File: src/rtl/pipe_hazard_ctrl_pkg.sv
// Shared types for the pipeline sequencer: sequencer state encoding and the
// instruction word the datapath loads into a pipe register when told to bubble.
package pipe_hazard_ctrl_pkg;

   typedef enum logic [1:0] {
      HZ_RUN      = 2'd0,
      HZ_MEM_WAIT = 2'd1,
      HZ_ERR      = 2'd2
   } hz_state_t;

   // Canonical no-op (addi x0,x0,0) injected by the datapath on bubble/flush.
   localparam logic [31:0] BUBBLE = 32'h0000_0013;

endpackage

File: src/rtl/pipe_sat_cnt.sv
// Saturating up-counter with synchronous clear; holds at all-ones.
module pipe_sat_cnt #(
   parameter int W = 32
) (
   input  logic         clk,
   input  logic         rst,
   input  logic         clr,
   input  logic         inc,
   output logic [W-1:0] cnt
);

   logic [W-1:0] cnt_q;
   logic [W-1:0] cnt_d;

   // Clear beats increment; increment stops once the counter is full.
   always_comb begin
      cnt_d = cnt_q;
      if (clr) begin
         cnt_d = '0;
      end else if (inc && (cnt_q != {W{1'b1}})) begin
         cnt_d = cnt_q + {{(W-1){1'b0}}, 1'b1};
      end
   end

   // Counter register, cleared asynchronously by reset.
   always_ff @(posedge clk or posedge rst) begin
      if (rst) begin
         cnt_q <= '0;
      end else begin
         cnt_q <= cnt_d;
      end
   end

   assign cnt = cnt_q;

endmodule

File: src/rtl/pipe_hazard_ctrl.sv
// Central 5-stage pipeline sequencer: merges memory stall, branch flush,
// load-use interlock and fetch starvation into per-stage enables/bubbles,
// runs a memory-stall watchdog and keeps saturating performance counters.
module pipe_hazard_ctrl
   import pipe_hazard_ctrl_pkg::*;
#(
   parameter int CNT_W       = 32,
   parameter int MEM_TIMEOUT = 255
) (
   input  logic             clk,
   input  logic             rst,
   input  logic             intrlock_bubble,
   input  logic             ex_branch_flush,
   input  logic             ma_mem_req,
   input  logic             ma_mem_ack,
   input  logic             if_inst_vld,
   input  logic             perf_clr,
   output logic             pc_en,
   output logic             if_de_en,
   output logic             if_de_flush,
   output logic             de_ex_en,
   output logic             de_ex_bubble,
   output logic             ex_ma_en,
   output logic             ma_wb_en,
   output logic             ma_wb_bubble,
   output logic             mem_timeout_err,
   output logic [CNT_W-1:0] perf_cycles,
   output logic [CNT_W-1:0] perf_stall,
   output logic [CNT_W-1:0] perf_flush
);

   // A zero timeout disables the watchdog; keep the timer at least one bit wide.
   localparam int              TMR_W     = (MEM_TIMEOUT > 0) ? $clog2(MEM_TIMEOUT + 1) : 1;
   localparam logic [TMR_W-1:0] TMR_ONE   = TMR_W'(1);
   localparam logic [TMR_W-1:0] TMR_LIMIT = TMR_W'(MEM_TIMEOUT);
   localparam bit               WD_EN     = (MEM_TIMEOUT != 0);

   hz_state_t        state_q, state_d;
   logic [TMR_W-1:0] tmr_q, tmr_d;
   logic             err_q, err_d;

   logic mstall;
   logic sel_flush;
   logic active;

   assign mstall = ma_mem_req & ~ma_mem_ack;
   assign active = ~rst & (state_q != HZ_ERR);

   // Stage controls, first matching hazard wins; everything idles in reset/ERR.
   always_comb begin
      pc_en        = 1'b0;
      if_de_en     = 1'b0;
      if_de_flush  = 1'b0;
      de_ex_en     = 1'b0;
      de_ex_bubble = 1'b0;
      ex_ma_en     = 1'b0;
      ma_wb_en     = 1'b0;
      ma_wb_bubble = 1'b0;
      sel_flush    = 1'b0;
      if (active) begin
         if (mstall) begin
            // Freeze everything up to MA; WB drains with a bubble.
            ma_wb_en     = 1'b1;
            ma_wb_bubble = 1'b1;
         end else if (ex_branch_flush) begin
            // Redirect: kill the two younger instructions, interlock is moot.
            pc_en        = 1'b1;
            if_de_en     = 1'b1;
            if_de_flush  = 1'b1;
            de_ex_en     = 1'b1;
            de_ex_bubble = 1'b1;
            ex_ma_en     = 1'b1;
            ma_wb_en     = 1'b1;
            sel_flush    = 1'b1;
         end else if (intrlock_bubble) begin
            // Hold IF/DE, insert a bubble into EX, let older work drain.
            de_ex_en     = 1'b1;
            de_ex_bubble = 1'b1;
            ex_ma_en     = 1'b1;
            ma_wb_en     = 1'b1;
         end else if (!if_inst_vld) begin
            // Fetch starved: hold PC, push a bubble into decode.
            if_de_en     = 1'b1;
            if_de_flush  = 1'b1;
            de_ex_en     = 1'b1;
            ex_ma_en     = 1'b1;
            ma_wb_en     = 1'b1;
         end else begin
            pc_en        = 1'b1;
            if_de_en     = 1'b1;
            de_ex_en     = 1'b1;
            ex_ma_en     = 1'b1;
            ma_wb_en     = 1'b1;
         end
      end
   end

   // Next state: the timer counts consecutive stall cycles including the first.
   always_comb begin
      state_d = state_q;
      tmr_d   = tmr_q;
      case (state_q)
         HZ_RUN: begin
            if (mstall) begin
               tmr_d   = TMR_ONE;
               state_d = (WD_EN && (TMR_ONE == TMR_LIMIT)) ? HZ_ERR : HZ_MEM_WAIT;
            end
         end
         HZ_MEM_WAIT: begin
            if (mstall) begin
               tmr_d = tmr_q + TMR_ONE;
               if (WD_EN && (tmr_d == TMR_LIMIT)) begin
                  state_d = HZ_ERR;
               end
            end else begin
               tmr_d   = '0;
               state_d = HZ_RUN;
            end
         end
         default: begin
            state_d = HZ_ERR;
         end
      endcase
      err_d = err_q | (state_d == HZ_ERR);
   end

   // Sequencer state, watchdog timer and sticky error flag.
   always_ff @(posedge clk or posedge rst) begin
      if (rst) begin
         state_q <= HZ_RUN;
         tmr_q   <= '0;
         err_q   <= 1'b0;
      end else begin
         state_q <= state_d;
         tmr_q   <= tmr_d;
         err_q   <= err_d;
      end
   end

   assign mem_timeout_err = err_q;

   pipe_sat_cnt #(.W(CNT_W)) u_cnt_cycles (
      .clk (clk),
      .rst (rst),
      .clr (perf_clr),
      .inc (active),
      .cnt (perf_cycles)
   );

   pipe_sat_cnt #(.W(CNT_W)) u_cnt_stall (
      .clk (clk),
      .rst (rst),
      .clr (perf_clr),
      .inc (active & ~pc_en),
      .cnt (perf_stall)
   );

   pipe_sat_cnt #(.W(CNT_W)) u_cnt_flush (
      .clk (clk),
      .rst (rst),
      .clr (perf_clr),
      .inc (sel_flush),
      .cnt (perf_flush)
   );

endmodule

File: config.mk
export PLATFORM = sky130hd
export DESIGN_NAME = pipe_hazard_ctrl
export DESIGN_NICKNAME = d
export VERILOG_FILES = /design/src/rtl/pipe_hazard_ctrl_pkg.sv /design/src/rtl/pipe_sat_cnt.sv /design/src/rtl/pipe_hazard_ctrl.sv
export SDC_FILE = /design/constraint.sdc
export NUM_CORES = 1
export LEC_CHECK = 0
export ABC_AREA = 1
export BUFFER_PORTS_ARGS = -buffer_cell sky130_fd_sc_hd__buf_2
export CAP_MARGIN = 20
export CELL_PAD_IN_SITES_DETAIL_PLACEMENT = 0
export CELL_PAD_IN_SITES_GLOBAL_PLACEMENT = 1
export CORE_MARGIN = 1
export CORE_UTILIZATION = 41
export CTS_BUF_LIST = sky130_fd_sc_hd__clkbuf_2
export DETAILED_ROUTE_END_ITERATION = 10
export GPL_TIMING_DRIVEN = 0
export PLACE_DENSITY = 0.9
export REMOVE_ABC_BUFFERS = 1
export SETUP_SLACK_MARGIN = 0.02
export SLEW_MARGIN = 20
export SYNTH_ARGS = -nofsm -noshare
export SYNTH_HDL_FRONTEND = slang
export SYNTH_SLANG_ARGS = --single-unit
File: constraint.sdc
create_clock -name clk -period 4.7 [get_ports clk]
set_input_delay 0.235 -clock clk [delete_from_list [all_inputs] [get_ports clk]]
set_output_delay 0.235 -clock clk [all_outputs]
set_load 0.02 [all_outputs]
== After elaboration in Yosys (flattened, before gate mapping) ==
Index checks and enable logic that the tools add are counted.
Cells by class
  reduce and logical (&&, ||, !) cells: 9
  multiplexer cells: 39
  bitwise logic cells: 7
  equality and inequality tests: 8
  add/subtract/negate cells: 4
Operators with widths (number)
  $mux 32: 6
  $add 32x1->32 const B: 3
  $ne 32x32->1 const B: 3
  $mux 1: 26
  $mux 8: 2
  $pmux 8 s2: 1
  $add 8x1->8 const B: 1
  $eq 8x8->1 const B: 1
  $reduce_bool 2->1: 4
  $mux 2: 3
  $ne 2x2->1 const B: 2
  $pmux 2 s2: 1
  $and 1x1->1: 3
  $logic_and 1x1->1: 3
  $not 1->1: 3
  $eq 2x1->1 const B: 1
  $eq 2x2->1 const B: 1
  $logic_not 2->1: 1
  $reduce_and 2->1: 1
  $or 1x1->1: 1
Storage, ports and cells
  input port bits: 8
  register bits after elaboration: 107

== Longest topological paths before layout ==
Gate-level depths: netlist (run 1).
  word-level depth: 10
  depth in mapped cells: 13
  mapped depth without buffers: 11

== By module ==
Synthesis (run 1) repeated with hierarchy kept, for this count alone.
Unflattened totals
  cell total of the unflattened synthesis: 1183
  area, all modules: 7566.0 um^2
Modules (own cells, without submodules)
  pipe_sat_cnt: area each 2274.7 um^2, times used 3, cells each 360
  pipe_hazard_ctrl: area each 742.0 um^2, times used 1, cells each 103

== Worst setup path after synthesis (run 1) ==
Ideal clock, no wire load.
  kind: input-to-output
  from: in rst
  to: out if_de_flush
  arrival time: 4.225 ns
  cell stages on the path: 5
  required time: 4.465 ns
  path slack: 0.240 ns
  path through: inv_1 > o21ai_1 > nor2_1 > o21ai_0 > a21oi_1
Between the ends
  word-level cells in the longest chain between the ends: 3
Ends and longest elaborated chain
  from (decl): RTL line pipe_hazard_ctrl.sv:11  | input logic rst,
  $not 1->1: RTL line pipe_hazard_ctrl.sv:47  | assign active = ~rst & (state_q != HZ_ERR);
  $and 1x1->1: RTL line pipe_hazard_ctrl.sv:47
  $mux 1: RTL line pipe_hazard_ctrl.sv:60  | if (active) begin
  to (decl): RTL line pipe_hazard_ctrl.sv:20  | output logic if_de_flush,
Every way passes these cells.

== Final worst setup path (run 1) ==
Same ends and word-level chain as after synthesis.

==> reports/summary.txt, run 1 <==
max_cap viols: 0
flops & latches, synth: 107
effective utilization at floorplan: 0.4186
drt drc: 0
worst skew pair latency: 0.63 ns
drt pass-1 iters: 5
DP Area: 8013 um^2
register area share after synthesis: 0.3711
Die W: 134.7 um
Final Hold Viols: 0
Top Ports: 113
FF/Latch Area: 2678 um^2
clk_skew: 0.03253 ns
Net count, final: 1259
Post-Synthesis Cells: 1143
via count: 7305
P_int: 1.016 mW
Clock Tree Buf Depth: 2
leakage power: 4.145 nW
1st-iter DRT viols: 457
Synth Cell Area: 7216 um^2
# fillers: 1838
Syn Area/Cell: 6.313 um^2
total track usage: 0.2273
Crit path max-delay family: buffers and inverters
crit path launch type: input port
total routed wirelength: 19.74 mm
Peak VDD IR: 95.84 uV
clock buffer count from CTS: 9
Slew HR: 0.5200
PD cells: 170.3 nW/um^2
port bufs: 112
RSZ-0062 raised after global routing: false
cell mode on critical path: buf_2
RePlAce Congestion: 0.8756
final worst-path cycle share: 0.5589
CTS tree: done
Die Area: 18130 um^2
multi-input logic area: 4046 um^2
Netlist cell types: 29
share of cells above drive strength 1: 0.1337
H-tree depth: 3
Final setup viols: 0
Reg2Reg Depth: 11
ANT nets after route: 0
core area: 17240 um^2
minimum clock period: 2.627 ns
clk sink count: 107
Root Buffer: clkbuf_2
DR vias/cell: 4.953
achievable frequency: 380.7 MHz
crit path capture type: primary output
Stages on worst setup path: 8
sequential share of power: 0.671
Net Sw Frac: 0.2651
area grow syn2layout: 12.47%
WP data required: 4.47 ns
WS Path Type: input port to primary output
post-route cell area: 8115 um^2
Comb pwr share: 0.052
Slew Viols, Final: 0
Clk network pwr share: 0.276
worst-path maximum fanout: 51
Buf/Inv on CP: 4
initial antenna violation count: 1
number of post-CTS setup repair buffers: 0
hpwl dp: 14.42 mm
WL per Instance: 13.38 um
worst-margin pin slew: 0.7185 ns
largest net degree at the start of global routing: 59
Hold Path Class: input port to flop
critical-path cell list: dlygate4sd3_1 -> buf_2 -> inv_6 -> o21ai_1 -> nor2_1 -> o21ai_0 -> a21oi_1 -> buf_2
Die Y-Extent: 134.7 um
FP Rows: 48
largest stage delay on the critical path: 0.53 ns
first-pass GRT wire length: 32.95 mm
Clock transition at path regs: 0.24 ns
gr ovfl total: 0
WHS Path Cells: 2
status: completed
vias in the first global route: 6587
final core occ: 0.4708
yosys warns: 0
Crit path arrival time: 2.39 ns
Slowest-stage cell, CP: dlygate4sd3_1
Net Sw Power: 366.4 uW
[worst reg2reg max path, stage by stage, from the launching register on]
cell     delay (ns)
dfrtp_1        0.57
ha_1           0.33
inv_1          0.08
nor2_2         0.24
nand2_2        0.14
nor2_4         0.21
nand2_1        0.08
nand2_1        0.07
nand2_2        0.12
inv_2          0.42
nand2_1        0.13
nand2_1        0.10
[sequential cells by signal, indices dropped and copies added (netlist names)]
register / count
u_cnt_cycles.cnt: 32
u_cnt_flush.cnt: 32
state_q: 2
mem_timeout_err: 1
tmr_q: 8
u_cnt_stall.cnt: 32
[layer usage]
metal,up-vias,share of wire,GRT usage,wire (um)
met3,17,0.037,0.02365,735
met5,-,0,0,0
li1,3776,-,-,-
met1,3365,0.50,0.3252,9809
met2,147,0.45,0.3640,8938
met4,0,0.013,0.06180,256
[stage by stage]
step,setup slack (ns),std cells,hold WS (ns),TNS [ns],power [mW]
floorplan,-0.01868,1117,0.3005,-0.01868,0.9828
global placement,-2.266,1454,0.4788,-195.74,1.009
detailed placement,1.975,1457,0.3225,0,1.015
CTS,2.016,1474,0.001850,0,1.399
global route,1.789,1475,0.01117,0,1.445
finish,2.073,1475,0.05753,0,1.382
[power by group through the flow]
| stage | sequential (mW) | clock (mW) | combinational [mW] |
|---|---|---|---|
| finish | 0.928 | 0.382 | 0.0725 |
| global route | 0.929 | 0.434 | 0.0825 |
| CTS | 0.928 | 0.396 | 0.0750 |
| detailed placement | 0.942 | 0 | 0.0731 |
| global placement | 0.942 | 0 | 0.0667 |
| floorplan | 0.942 | 0 | 0.0409 |
[cells by family after synthesis]
kind of cell | after synthesis | share of synthesized area
flip-flops | 107 | 0.3711
AND/OR/NAND/NOR | 853 | 0.4933
buffers and inverters | 124 | 0.07075
XOR/XNOR | 33 | 0.04006
AO/OA/AOI/OAI | 21 | 0.01613
adder cells (fa/ha/maj) | 5 | 0.008670
[cell usage after synthesis, drive strengths merged]
library cell / n / share of area
nand2: 508 / 0.27
nor2: 192 / 0.11
dfrtp: 107 / 0.37
inv: 97 / 0.050
nand3: 80 / 0.055
nand4: 58 / 0.050
xor2: 28 / 0.034
buf: 16 / 0.014
or2: 13 / 0.011
o21ai: 11 / 0.0076
clkbuf: 10 / 0.0052
a21oi: 7 / 0.0059
ha: 5 / 0.0087
xnor2: 5 / 0.0061
o22ai: 3 / 0.0026
clkinv: 1 / 0.00069
nand3b: 1 / 0.0010
nor3b: 1 / 0.0010
[layout make-up]
type / count / area share
Multi-Input combinational cell: 912 / 0.4986
Antenna cell: 1 / 0.0003084
Inverter: 98 / 0.04641
Sequential cell: 107 / 0.3299
Tap cell: 225 / 0.03469
Clock buffer: 14 / 0.008634
Timing Repair Buffer: 118 / 0.08141
[repair_timing]
action	in CTS	in global routing
hold buffers	3	0
gates resized for setup	0	0
hold endpoints to repair	50	0
[layout by cell type, fill, tap and decap left out, types with 2 or more instances in the layout]
cell type      instances
ha_1                   5
o21ai_0               10
buf_16                 2
nand4_1               58
inv_1                 91
a21oi_1                4
nor2_2                 3
dfrtp_1              107
o22ai_1                3
nor2_4                 4
xor2_1                28
a21oi_4                2
nand2_4                3
nand3_1               80
nand2_2                5
dlygate4sd3_1          3
nand2_1              500
nor2_1               185
buf_2                112
inv_2                  4
or2_2                 13
xnor2_1                5
clkbuf_2              14
[final timing paths]
check,start,to,slack (ns)
worst max-delay path,rst,if_de_flush,2.07
worst min-delay path,perf_clr,u_cnt_cycles.cnt[17],0.06
worst max register to register,u_cnt_flush.cnt[0],u_cnt_flush.cnt[19],2.21
worst min register to register,mem_timeout_err,mem_timeout_err,0.52
max in group asynchronous,rst,u_cnt_cycles.cnt[6],3.90
min in group asynchronous,rst,u_cnt_cycles.cnt[21],0.17
No activity file was read; power rests on OpenSTA's default activity.
==> run 2, diff against run 1 <==
--- a/config.mk
+++ b/config.mk
@@ -11,11 +11,11 @@
 export CELL_PAD_IN_SITES_DETAIL_PLACEMENT = 0
 export CELL_PAD_IN_SITES_GLOBAL_PLACEMENT = 1
 export CORE_MARGIN = 1
-export CORE_UTILIZATION = 41
+export CORE_UTILIZATION = 37
 export CTS_BUF_LIST = sky130_fd_sc_hd__clkbuf_2
 export DETAILED_ROUTE_END_ITERATION = 10
 export GPL_TIMING_DRIVEN = 0
-export PLACE_DENSITY = 0.9
+export PLACE_DENSITY = 0.86
 export REMOVE_ABC_BUFFERS = 1
 export SETUP_SLACK_MARGIN = 0.02
 export SLEW_MARGIN = 20
==> constraint.sdc (replaced) <==
create_clock -name clk -period 2.24 [get_ports clk]
set_input_delay 0.112 -clock clk [delete_from_list [all_inputs] [get_ports clk]]
set_output_delay 0.112 -clock clk [all_outputs]
set_load 0.02 [all_outputs]
==> run 2 against run 1 <==
Count of clock-buffer cells in the layout shrank 3. Clock skew grew 0.0019 ns. First-iteration DRC count grew 5.7%. Power grew 110%. Critical path depth shrank 2. Core utilization shrank 2.7 points. Via count grew 1.8%. Largest cell class unchanged. Largest power group unchanged.
==> reports/summary.txt, run 2 (synthesis results as in run 1) <==
Root Buffer: clkbuf_2
drt pass-1 iters: 5
WS Path Type: flop to primary output
worst flop-to-flop path startpoint: u_cnt_flush.cnt[0]
leakage power: 4.209 nW
WHS Path Cells: 8
total routed wirelength: 21.09 mm
Clk network pwr share: 0.284
Peak VDD IR: 264.8 uV
most frequent cells in the layout: nand2_1 (500), nor2_1 (183), buf_2 (110)
hold_sp: ma_mem_req
critical-path cell list: inv_1 -> o21ai_4 -> nor2_4 -> inv_1 -> a21oi_2 -> buf_4
first-pass GRT wire length: 33.64 mm
initial antenna violation count: 1
Comb pwr share: 0.059
drt drc: 0
Slowest-stage cell, CP: dfrtp_1
ANT nets after route: 0
total track usage: 0.2115
minimum clock period: 2.114 ns
final worst-path cycle share: 0.9436
crit path capture type: primary output
H-tree depth: 3
Hold Path Class: input port to flop
clock buffer count from CTS: 9
Clock transition at path regs: 0.31 ns
crit path launch type: flop
final core occ: 0.4439
via count: 7433
Net Sw Frac: 0.2791
core area: 18890 um^2
FF-to-FF End: u_cnt_flush.cnt[25]
share of cells above drive strength 1: 0.1517
Layout Cells excl Fill: 1527
largest net degree at the start of global routing: 69
Die W: 141.7 um
worst-path maximum fanout: 6
hpwl dp: 15.15 mm
clk sink count: 107
Slew HR: 0.5201
Final setup viols: 0
CTS tree: done
DR vias/cell: 4.868
PD cells: 353.0 nW/um^2
status: completed
RSZ-0062 raised after global routing: true
hold endpoint: u_cnt_flush.cnt[24]
effective utilization at floorplan: 0.3819
worst skew pair latency: 0.62 ns
RePlAce Congestion: 0.8638
sequential share of power: 0.658
Top Ports: 113
placed insts: 1492
WP data required: 2.13 ns
max_cap viols: 0
Slew Viols, Final: 0
WL per Instance: 13.81 um
FP Rows: 50
Crit path arrival time: 2.00 ns
Die Y-Extent: 141.7 um
r2r setup slk: 0.17 ns
largest stage delay on the critical path: 0.45 ns
clk_skew: 0.03444 ns
Net count, final: 1274
Final Hold Viols: 0
Reg2Reg Depth: 11
cell mode on critical path: inv_1
Die Area: 20060 um^2
vias in the first global route: 6583
commonest non-fill, non-tap cell in the layout: nand2_1
area grow syn2layout: 16.23%
P_int: 2.134 mW
achievable frequency: 473.1 MHz
worst-margin pin slew: 0.7183 ns
Net Sw Power: 826.2 uW
1st-iter DRT viols: 483
Clock Tree Buf Depth: 2
gr ovfl total: 0
crit path from: state_q[1]
port bufs: 112
-- run 2: cell types whose count changed in the layout (fill, tap and decap cells not counted), sizes merged --
cell,before,now
inv,97,95
clkinvlp,0,1
clkinv,1,7
buf,115,125
a21oi,7,8
clkbuf,14,11
dlygate4sd3,3,7
-- run 2: metal layers --
metal	vias to the layer above	part of all wire	wire length [um]	track usage
met5	-	0	0	0
met4	0	0.018	386	0.06791
met3	31	0.036	756	0.02497
met2	161	0.45	9425	0.3275
met1	3425	0.50	10520	0.3060
li1	3816	-	-	-
-- run 2: metrics by stage --
stage / total power [mW] / hold slack [ns] / area, um^2 / setup slack, ns / setup TNS, ns
final: 2.960 / 0.1108 / 8387 / 0.1264 / 0
after global placement: 2.120 / 0.4647 / 7960 / -4.997 / -714.16
after global routing: 3.086 / 0.1295 / 8387 / -0.008156 / -0.008156
after detailed placement: 2.133 / 0.1614 / 8049 / -0.2153 / -11.35
after CTS: 3.003 / 0.06978 / 8269 / -0.06020 / -0.1072
after floorplan: 2.062 / 0.1775 / 7074 / -2.233 / -273.00
-- run 2: cell type report --
cell class | instances | area [um^2]
fillers | 2054 | 10510
multi-input cells | 913 | 4091
flip-flops and latches | 107 | 2684
repair buffers | 132 | 793.3
inverters | 98 | 405.4
well taps | 260 | 325.3
clock buffers | 11 | 55.05
clock inverters | 5 | 30.03
diodes | 1 | 2.502
-- run 2: worst max-delay path, delay by kind of cell (launching register included) --
kind | cells | cell delay, ns
flops | 1 | 0.45
compound gates | 2 | 0.34
simple gates | 1 | 0.17
buf+inv | 3 | 0.42
-- run 2: how the worst max path moves through the flow --
stage | endpoint | slack [ns] | cells after the start
floorplan | if_de_flush | -2.23 | 5
global placement | u_cnt_cycles.cnt[27] | -5.00 | 6
detailed placement | u_cnt_stall.cnt[23] | -0.22 | 11
CTS | pc_en | -0.06 | 6
global route | u_cnt_flush.cnt[17] | -0.008 | 11
finish | pc_en | 0.13 | 6
-- run 2: power groups by stage --
stage,Sequential [mW],Clock [mW],Combinational (mW)
after global placement,1.98,0,0.143
after detailed placement,1.98,0,0.156
final,1.95,0.840,0.173
after floorplan,1.98,0,0.0858
after global routing,1.95,0.941,0.195
after CTS,1.95,0.879,0.176
-- run 2: repair_timing --
action / CTS / global route
resized for setup: 11 / 15
hold buffers: 8 / 0
endpoints found under the hold margin: 128 / 0
pin swaps: 1 / 2
buffers inserted: 1 / 8
endpoints found under the setup margin: 77 / 94
cloned: 0 / 1
